**src/rtl/td_fused_top_hadd_reduce_driver.sv**
```systemverilog
// td_fused_top_hadd_reduce_driver
// Reduces a tlast-terminated stream of fp16 values to one fp16 sum by driving an
// external ADD_LATENCY-deep fp16 adder core. The core's result valid is not used.
// Instead, every issued add is tracked as a token in a local shift register, and a
// result is consumed only in the cycle its token emerges.
//
// Token scheme:
//   ACCUM - each accepted beat is added to an emerging partial sum, or to +0 when no
//           partial sum emerges that cycle. An emerging partial sum with no beat to
//           pair with is recirculated through the adder (x + 0). The token count
//           therefore never exceeds ADD_LATENCY.
//   DRAIN - emerging partial sums are combined pairwise through a one-entry hold
//           register until one token remains in hold and none are in flight. That
//           value is the sum.
// The adder's operand bus keeps its last value when nothing is issued.

module td_fused_top_hadd_reduce_driver #(
    parameter int ADD_LATENCY = 2
) (
    input  logic        aclk,
    input  logic        aresetn,
    input  logic        s_axis_tvalid,
    output logic        s_axis_tready,
    input  logic [15:0] s_axis_tdata,
    input  logic        s_axis_tlast,
    output logic        m_axis_tvalid,
    input  logic        m_axis_tready,
    output logic [15:0] m_axis_tdata,
    output logic        add_aclken,
    output logic        add_a_tvalid,
    output logic [15:0] add_a_tdata,
    output logic        add_b_tvalid,
    output logic [15:0] add_b_tdata,
    input  logic [15:0] add_result_tdata
);

    typedef enum logic [0:0] {
        ST_ACCUM = 1'b0,
        ST_DRAIN = 1'b1
    } state_t;

    // Registered state
    state_t                   state_q,    state_d;
    logic [ADD_LATENCY-1:0]   vld_q,      vld_d;
    logic [15:0]              hold_q,     hold_d;
    logic                     hold_v_q,   hold_v_d;
    logic                     aclken_q,   aclken_d;
    logic                     s_ready_q,  s_ready_d;
    logic [15:0]              opa_q,      opa_d;
    logic [15:0]              opb_q,      opb_d;

    // Combinational helpers
    logic                     emerge_s;
    logic                     accept_s;
    logic                     no_flight_s;
    logic                     m_valid_s;
    logic                     m_fire_s;
    logic                     issue_s;
    logic [15:0]              opa_s;
    logic [15:0]              opb_s;

    // A token leaves the adder in the cycle its result sits on add_result_tdata.
    assign emerge_s    = vld_q[ADD_LATENCY-1];
    assign accept_s    = s_axis_tvalid & s_ready_q & (state_q == ST_ACCUM);
    assign no_flight_s = (vld_q == {ADD_LATENCY{1'b0}});

    // The sum is offered only from registered state, so downstream ready never
    // feeds back into valid.
    assign m_valid_s = (state_q == ST_DRAIN) & hold_v_q & no_flight_s;
    assign m_fire_s  = m_valid_s & m_axis_tready;

    // Operand selection, issue decision and next state for the token scheme
    always_comb begin
        issue_s  = 1'b0;
        opa_s    = opa_q;
        opb_s    = opb_q;
        state_d  = state_q;
        hold_d   = hold_q;
        hold_v_d = hold_v_q;
        case (state_q)
            ST_ACCUM: begin
                if (accept_s) begin
                    issue_s = 1'b1;
                    opa_s   = emerge_s ? add_result_tdata : 16'h0000;
                    opb_s   = s_axis_tdata;
                    if (s_axis_tlast) begin
                        state_d = ST_DRAIN;
                    end else begin
                        state_d = ST_ACCUM;
                    end
                end else if (emerge_s) begin
                    // Keep the partial sum alive; x + 0 also turns -0 into +0.
                    issue_s = 1'b1;
                    opa_s   = add_result_tdata;
                    opb_s   = 16'h0000;
                end else begin
                    issue_s = 1'b0;
                end
            end
            ST_DRAIN: begin
                if (emerge_s) begin
                    if (!hold_v_q) begin
                        hold_d   = add_result_tdata;
                        hold_v_d = 1'b1;
                    end else begin
                        issue_s  = 1'b1;
                        opa_s    = hold_q;
                        opb_s    = add_result_tdata;
                        hold_v_d = 1'b0;
                    end
                end else if (m_fire_s) begin
                    hold_v_d = 1'b0;
                    state_d  = ST_ACCUM;
                end else begin
                    hold_v_d = hold_v_q;
                end
            end
            default: begin
                state_d  = ST_ACCUM;
                hold_v_d = 1'b0;
            end
        endcase
    end

    // Token shift register: one bit per adder stage, entering on issue
    always_comb begin
        vld_d    = {ADD_LATENCY{1'b0}};
        vld_d[0] = issue_s;
        for (int i = 1; i < ADD_LATENCY; i++) begin
            vld_d[i] = vld_q[i-1];
        end
    end

    // Enable, input-ready and operand-bus holding values
    always_comb begin
        aclken_d  = 1'b1;
        s_ready_d = (state_d == ST_ACCUM);
        opa_d     = opa_s;
        opb_d     = opb_s;
    end

    // State registers with asynchronous active-low reset
    always_ff @(posedge aclk or negedge aresetn) begin
        if (!aresetn) begin
            state_q   <= ST_ACCUM;
            vld_q     <= {ADD_LATENCY{1'b0}};
            hold_q    <= 16'h0000;
            hold_v_q  <= 1'b0;
            aclken_q  <= 1'b0;
            s_ready_q <= 1'b0;
            opa_q     <= 16'h0000;
            opb_q     <= 16'h0000;
        end else begin
            state_q   <= state_d;
            vld_q     <= vld_d;
            hold_q    <= hold_d;
            hold_v_q  <= hold_v_d;
            aclken_q  <= aclken_d;
            s_ready_q <= s_ready_d;
            opa_q     <= opa_d;
            opb_q     <= opb_d;
        end
    end

    assign s_axis_tready = s_ready_q;
    assign m_axis_tvalid = m_valid_s;
    assign m_axis_tdata  = hold_q;
    assign add_aclken    = aclken_q;
    assign add_a_tvalid  = issue_s;
    assign add_b_tvalid  = issue_s;
    assign add_a_tdata   = opa_s;
    assign add_b_tdata   = opb_s;

endmodule

```
**config.mk**
```make
export PLATFORM = sky130hd
export DESIGN_NAME = td_fused_top_hadd_reduce_driver
export DESIGN_NICKNAME = d
export VERILOG_FILES = /design/src/rtl/td_fused_top_hadd_reduce_driver.sv
export SDC_FILE = /design/constraint.sdc
export NUM_CORES = 1
export LEC_CHECK = 0
export CAP_MARGIN = 20
export CORE_ASPECT_RATIO = 0.9
export CORE_MARGIN = 1
export CORE_UTILIZATION = 40
export CTS_CLUSTER_DIAMETER = 40
export DETAILED_ROUTE_END_ITERATION = 12
export MAX_ROUTING_LAYER = met4
export PLACE_DENSITY_LB_ADDON = 0.08
export REMOVE_ABC_BUFFERS = 1
export SLEW_MARGIN = 0
export SYNTH_ARGS = -nofsm -noshare
export SYNTH_HDL_FRONTEND = slang
export SYNTH_SLANG_ARGS = --single-unit
```
**constraint.sdc**
```tcl
create_clock -name aclk -period 1.6 [get_ports aclk]
set_input_delay 0.48 -clock aclk [delete_from_list [all_inputs] [get_ports aclk]]
set_output_delay 0.48 -clock aclk [all_outputs]
set_load 0.02 [all_outputs]
```
==> qor.csv, run 1 <==
stage,metric,value,unit
routing,uppermost layer routed,met4,
logic_synthesis,post-synth top area share,53.47,%
power,leakage,2.025,nW
grt,number of global-route vias before repair,2470,
logic_synthesis,Synth Warn #,0,
finish,Syn-to-layout area delta,70.00,%
grt,pin count of the biggest net entering global routing,28,
clocking,Clock transition at path regs,100,ps
routing,WL/cell,17.30,um
logic_synthesis,Post-Syn Instances,218,
die,Core Region,0.006115,sq mm
routing,Initial DRC Count,145,
clocking,worst-skew pair later-pin latency,310,ps
logic_synthesis,netlist area before placement,0.002527,sq mm
routing,met3 wire len,354,um
logic_synthesis,"area leader, netlist",dfrtp_1,
routing,DR DRC count,0,
clocking,Max Root-Sink Buffers,2,
routing,post-route ant nets,0,
logic_synthesis,"flops & latches, synth",54,
finish,ANT cells,0,
worst_setup_path,Worst R2R Setup Slack,-530,ps
grt,global-route wire length before repair,12.19,mm
timing,RSZ-0062 raised after global routing,yes,
flow_run,Max-Cap Viols,0,
clocking,hold buffers post-CTS,0,
routing,vias per inst,5.376,
logic_synthesis,library cells used by synthesis,25,
routing,drt total wl,7.907,mm
die,Starting Density,41.33,%
placement,Cells after DPL,420,
timing,skew final,16.41,ps
finish,"Core Util, Final",70.27,%
logic_synthesis,sequential fraction of the synthesis area,53.47,%
placement,Place WS,-1204,ps
routing,via count,2457,
die,die area,0.006641,sq mm
logic_synthesis,syn avg cell area,11.59,sq um
grt,GRT Total Usage,24.28,%
clocking,CTS tree,built,
placement,routability cong.,0.7712,
clocking,H-tree levels,2,
timing,Hold Fails Final Rpt,0,
die,number of cell rows,27,
placement,post-DP HPWL,4.956,mm
finish,share of layout cells above drive strength 1,49.46,%
routing,met2 wire len,3.908,mm
routing,TritonRoute pass-1 iters,4,
worst_setup_path,CP Data Required Time,1120,ps
worst_setup_path,RR Endpoint,opb_q[0],
timing,Setup WS post-layout,-609.0,ps
power,maximum VDD drop,1436,uV
run_status,failing checks,negative setup slack,
worst_setup_path,reg-to-reg startpoint,s_axis_tready,
worst_setup_path,CP startpoint kind,flip-flop,
clocking,root buffer cell,clkbuf_8,
grt,grt total ovfl,0,
finish,"Cell Count, Final, Fillers Out",457,
grt,initial antenna violation count,0,
clocking,CTS Buf Count,5,
timing,Final Cycle Share,138.1,%
die,Die Span Y,77.41,um
timing,final max-slew violation count,0,
worst_setup_path,worst setup path endpoint,add_a_tdata[14],
worst_setup_path,CP Capture Type,primary output,
timing,Final Setup Violations,36,
die,Die Wd,85.79,um
min_path,Hold Path Class,input port to async pin,
run_status,status,"complete, but fails checks",
power,Power Density,2348,mW/mm^2
worst_setup_path,largest fanout on the critical path,7,
clocking,CTS sink cnt,54,
timing,highest clock rate,0.4527,GHz
worst_setup_path,worst setup path startpoint,vld_q[1],
placement,number of buffers added on ports,89,
routing,DRT met1 WL,3.500,mm
logic_synthesis,top post-synthesis cells by area,"dfrtp_1, mux2_2, mux2i_1",
finish,Final #Nets,407,
timing,setup TNS,-19470,ps
timing,post-layout min period,2209,ps
die,I/O pins,90,
worst_setup_path,CP Data Arrival Time,1730,ps
worst_setup_path,FF-to-FF path depth,12,
worst_setup_path,kind of critical path,flip-flop to primary output,
-- Yosys cell counts, drive strengths merged --
cell / count
a221oi: 16
a31oi: 17
a21o: 1
clkbuf: 7
dfrtp: 54
nor2b: 1
a32oi: 16
nor4b: 1
a21bo: 1
nand3b: 1
mux2: 16
inv: 1
and3b: 1
conb: 1
o21ai: 17
and2: 1
nand2: 33
a21oi: 3
mux2i: 16
buf: 14
-- kinds of logic after synthesis --
| kind of cell | synth area share [%] |
|---|---|
| other cells | 0.1484 |
| simple gates | 7.773 |
| mux | 13.47 |
| flops | 53.47 |
| compound gates | 20.10 |
| buf+inv | 5.049 |
-- layout by cell type (no fill, tap or decap), drive strengths merged --
cell and count:
bufinv 1, a21bo 1, nor4b 1, conb 1
a32oi 16, a21o 1, clkdlybuf4s50 34, dfrtp 54
o21ai 17, a21oi 3, clkdlybuf4s15 3, mux2i 16
clkbuf 20, buf 113, a221oi 16, and2 1
nand2 34, dlygate4sd2 1, inv 1, nor2b 1
mux2 16, nand3b 1, and3b 1, a31oi 17
-- critical path: stages (launching register included) --
cell and delay (ps):
dfrtp_2 460, a21oi_4 200, buf_12 150, buf_16 120
a221oi_2 60, a31oi_1 230, buf_4 190
-- flip-flops by register name (all words and copies together) (netlist names) --
register / flops
m_axis_tdata: 16
opa_q: 16
opb_q: 16
vld_q: 2
add_aclken: 1
hold_v_q: 1
s_axis_tready: 1
state_q: 1
-- area by class of cell --
class	instances	area, sq um
flip-flops and latches	54	1354
repair buffers	165	1500
multi-input cells	143	1217
fillers	457	1818
clock buffers	6	82.58
clock inverters	1	30.03
inverters	1	3.754
well taps	87	108.9
-- where the power goes --
part	internal (mW)	switching [mW]	total, mW
logic	3.32	3.40	6.72
clock network	0.502	0.436	0.937
registers	2.02	0.410	2.43
-- metal layers --
metal  up-vias  global-route usage (%)
met5         -                       -
met4         0                   8.000
met3        16                   4.043
met2        84                   40.00
met1      1212                   30.65
li1       1145                       -
-- repair_timing --
item,in CTS,in global routing
setup buffers,17,9
pin swaps,9,5
endpoints found under the setup margin,53,55
cloned,2,3
gates resized for setup,265,33
-- worst min path at each step --
stage,startpoint,to,slack [ps],depth (start not counted)
after floorplan,aresetn,add_aclken,180,0
after global placement,aresetn,m_axis_tdata[0],470,1
after detailed placement,aresetn,opb_q[0],470,1
after CTS,aresetn,opb_q[0],130,1
after global routing,aresetn,m_axis_tdata[0],150,1
final,aresetn,opb_q[0],120,1
-- per-stage QoR --
step           area [sq um]  power, mW  hold WS (ps)
2_1_floorplan          2404      5.066         184.4
3_3_place_gp           3826      8.136         473.4
3_5_place_dp           3826      8.234         470.8
4_1_cts                4172      9.687         134.6
5_1_grt                4297      10.62         145.6
6_report               4297      10.09         116.0
Power figures use the tool's default switching activity.
==> run 2, diff against run 1 <==
==> constraint.sdc (replaced) <==
create_clock -name aclk -period 2.4 [get_ports aclk]
set_input_delay 0.72 -clock aclk [delete_from_list [all_inputs] [get_ports aclk]]
set_output_delay 0.72 -clock aclk [all_outputs]
set_load 0.02 [all_outputs]
==> qor.csv, run 2 (synthesized netlist as in run 1, its figures left out) <==
stage,metric,value,unit,change
min_path,Hold Path Class,input port to async pin,,unchanged
die,Die Span Y,77.41,um,unchanged
grt,number of global-route vias before repair,2465,,"was 2,470"
placement,routability cong.,0.7371,,was 0.7712
power,Design Power,6.667,mW,was 10.09 mW
die,Die Wd,85.79,um,unchanged
routing,vias per inst,5.458,,was 5.376
routing,Initial DRC Count,138,,was 145
run_status,status,"complete, but fails checks",,unchanged
run_status,failing checks,negative setup slack,,unchanged
routing,TritonRoute pass-1 iters,4,,unchanged
placement,Place WS,-894.7,ps,was -1204 ps
worst_setup_path,CP startpoint kind,input port,,was flip-flop
placement,post-DP HPWL,4.710,mm,was 4.956 mm
clocking,CTS Buf Count,5,,unchanged
clocking,CTS tree,built,,unchanged
routing,via count,2429,,"was 2,457"
timing,RSZ-0062 raised after global routing,yes,,unchanged
die,Core Region,0.006115,sq mm,unchanged
timing,highest clock rate,0.4043,GHz,
timing,final max-slew violation count,0,,unchanged
power,Power Density,1576,mW/mm^2,was 2348 mW/mm^2
timing,Worst Tran Pin Value,710.3,ps,
worst_setup_path,FF-to-FF path depth,14,,was 12
finish,share of layout cells above drive strength 1,43.85,%,was 49.46%
worst_setup_path,worst setup path startpoint,add_result_tdata[0],,was vld_q[1]
timing,setup TNS,-707.4,ps,"was -19,470 ps"
flow_run,Max-Cap Viols,0,,unchanged
timing,slew margin rel.,52.65,%,
worst_setup_path,Worst R2R Setup Slack,20,ps,was -530 ps
die,die area,0.006641,sq mm,unchanged
clocking,H-tree levels,2,,unchanged
timing,Hold WS,442.2,ps,was 116.0 ps
grt,initial antenna violation count,0,,unchanged
clocking,CTS sink cnt,54,,unchanged
timing,post-layout min period,2473,ps,
worst_setup_path,kind of critical path,input port to primary output,,was flip-flop to primary output
finish,ANT cells,0,,unchanged
timing,skew final,9.599,ps,was 16.41 ps
finish,most frequent cells in the layout,"buf_4, dfrtp_1, clkdlybuf4s50_1, nand2_1, mux2_2",,unchanged
grt,grt total ovfl,0,,unchanged
worst_setup_path,CP Data Required Time,1680,ps,was 1120 ps
finish,"commonest non-fill, non-tap cell in the layout",buf_4,,unchanged
grt,GRT Total Usage,24.72,%,was 24.28%
routing,DR DRC count,0,,unchanged
worst_setup_path,RR Endpoint,opb_q[8],,was opb_q[0]
finish,Final #Nets,394,,was 407
grt,global-route wire length before repair,12.32,mm,was 12.19 mm
clocking,hold buffers post-CTS,0,,unchanged
power,leakage,2.024,nW,was 2.025 nW
die,Starting Density,41.33,%,unchanged
clocking,worst-skew pair later-pin latency,310,ps,about the same
worst_setup_path,CP Data Arrival Time,1750,ps,was 1730 ps
worst_setup_path,CP Capture Type,primary output,,unchanged
die,I/O pins,90,,unchanged
placement,number of buffers added on ports,89,,unchanged
finish,Syn-to-layout area delta,67.43,%,was 70.00%
routing,WL/cell,17.21,um,was 17.30 um
grt,pin count of the biggest net entering global routing,31,,was 28
timing,Hold Fails Final Rpt,0,,unchanged
routing,post-route ant nets,0,,unchanged
routing,drt total wl,7.658,mm,was 7.907 mm
die,number of cell rows,27,,unchanged
clocking,Clock transition at path regs,100,ps,about the same
clocking,Max Root-Sink Buffers,2,,unchanged
worst_setup_path,largest fanout on the critical path,3,,was 7
clocking,root buffer cell,clkbuf_8,,unchanged
worst_setup_path,reg-to-reg startpoint,s_axis_tready,,unchanged
timing,Final Setup Violations,21,,was 36
timing,Final Cycle Share,103.1,%,
power,maximum VDD drop,736.7,uV,was 1436 uV
timing,Setup WS post-layout,-73.30,ps,was -609.0 ps
[run 2: metal layers]
metal  global-route usage [%]  part of all wire (%)  routed length, um
met2                    36.48                    48               3657
met4                    10.00                   2.0                151
met5                        -                     0                  0
met3                    4.255                   5.5                420
met1                    34.01                    45               3428
[run 2: what timing repair did]
action                                  4_1_cts  5_1_grt
endpoints found under the setup margin       35       33
gates cloned                                  3        0
gates resized for setup                     211       48
setup buffers                                25        8
pin swaps                                    13       12
[run 2: cell type report]
| cell class | count | area (sq um) |
|---|---|---|
| fill | 477 | 1883 |
| timing repair buffer | 153 | 1443 |
| sequential | 54 | 1354 |
| multi-input combinational | 142 | 1231 |
| tap | 87 | 108.9 |
| clock buffer | 7 | 86.33 |
| clock inverter | 1 | 5.005 |
| inverter | 1 | 3.754 |
[run 2: stage by stage]
stage / instance area [sq um] / utilization [%] / std cells
2_1_floorplan: 2404 / - / 197
3_5_place_dp: 3719 / 60.81 / 404
3_3_place_gp: 3719 / 60.81 / 404
5_1_grt: 4232 / 69.20 / 445
4_1_cts: 4026 / 65.85 / 440
6_report: 4232 / 69.20 / 445
[run 2: worst max path at each step]
stage,end,cells past startpoint
after floorplan,add_b_tdata[0],2
after detailed placement,add_a_tdata[15],6
after CTS,add_a_tdata[7],6
after global placement,add_a_tdata[3],6
after global routing,add_b_tdata[5],7
final,add_a_tdata[0],4
[run 2: power by group]
part	switching, mW	internal [mW]
clock network	0.298	0.234
logic	2.21	2.26
registers	0.318	1.35
total	2.82	3.84
[run 2: worst max-delay path, stage by stage]
cell and delay, ps:
clkdlybuf4s50_1 460, a221oi_1 310, a31oi_1 90, buf_4 170
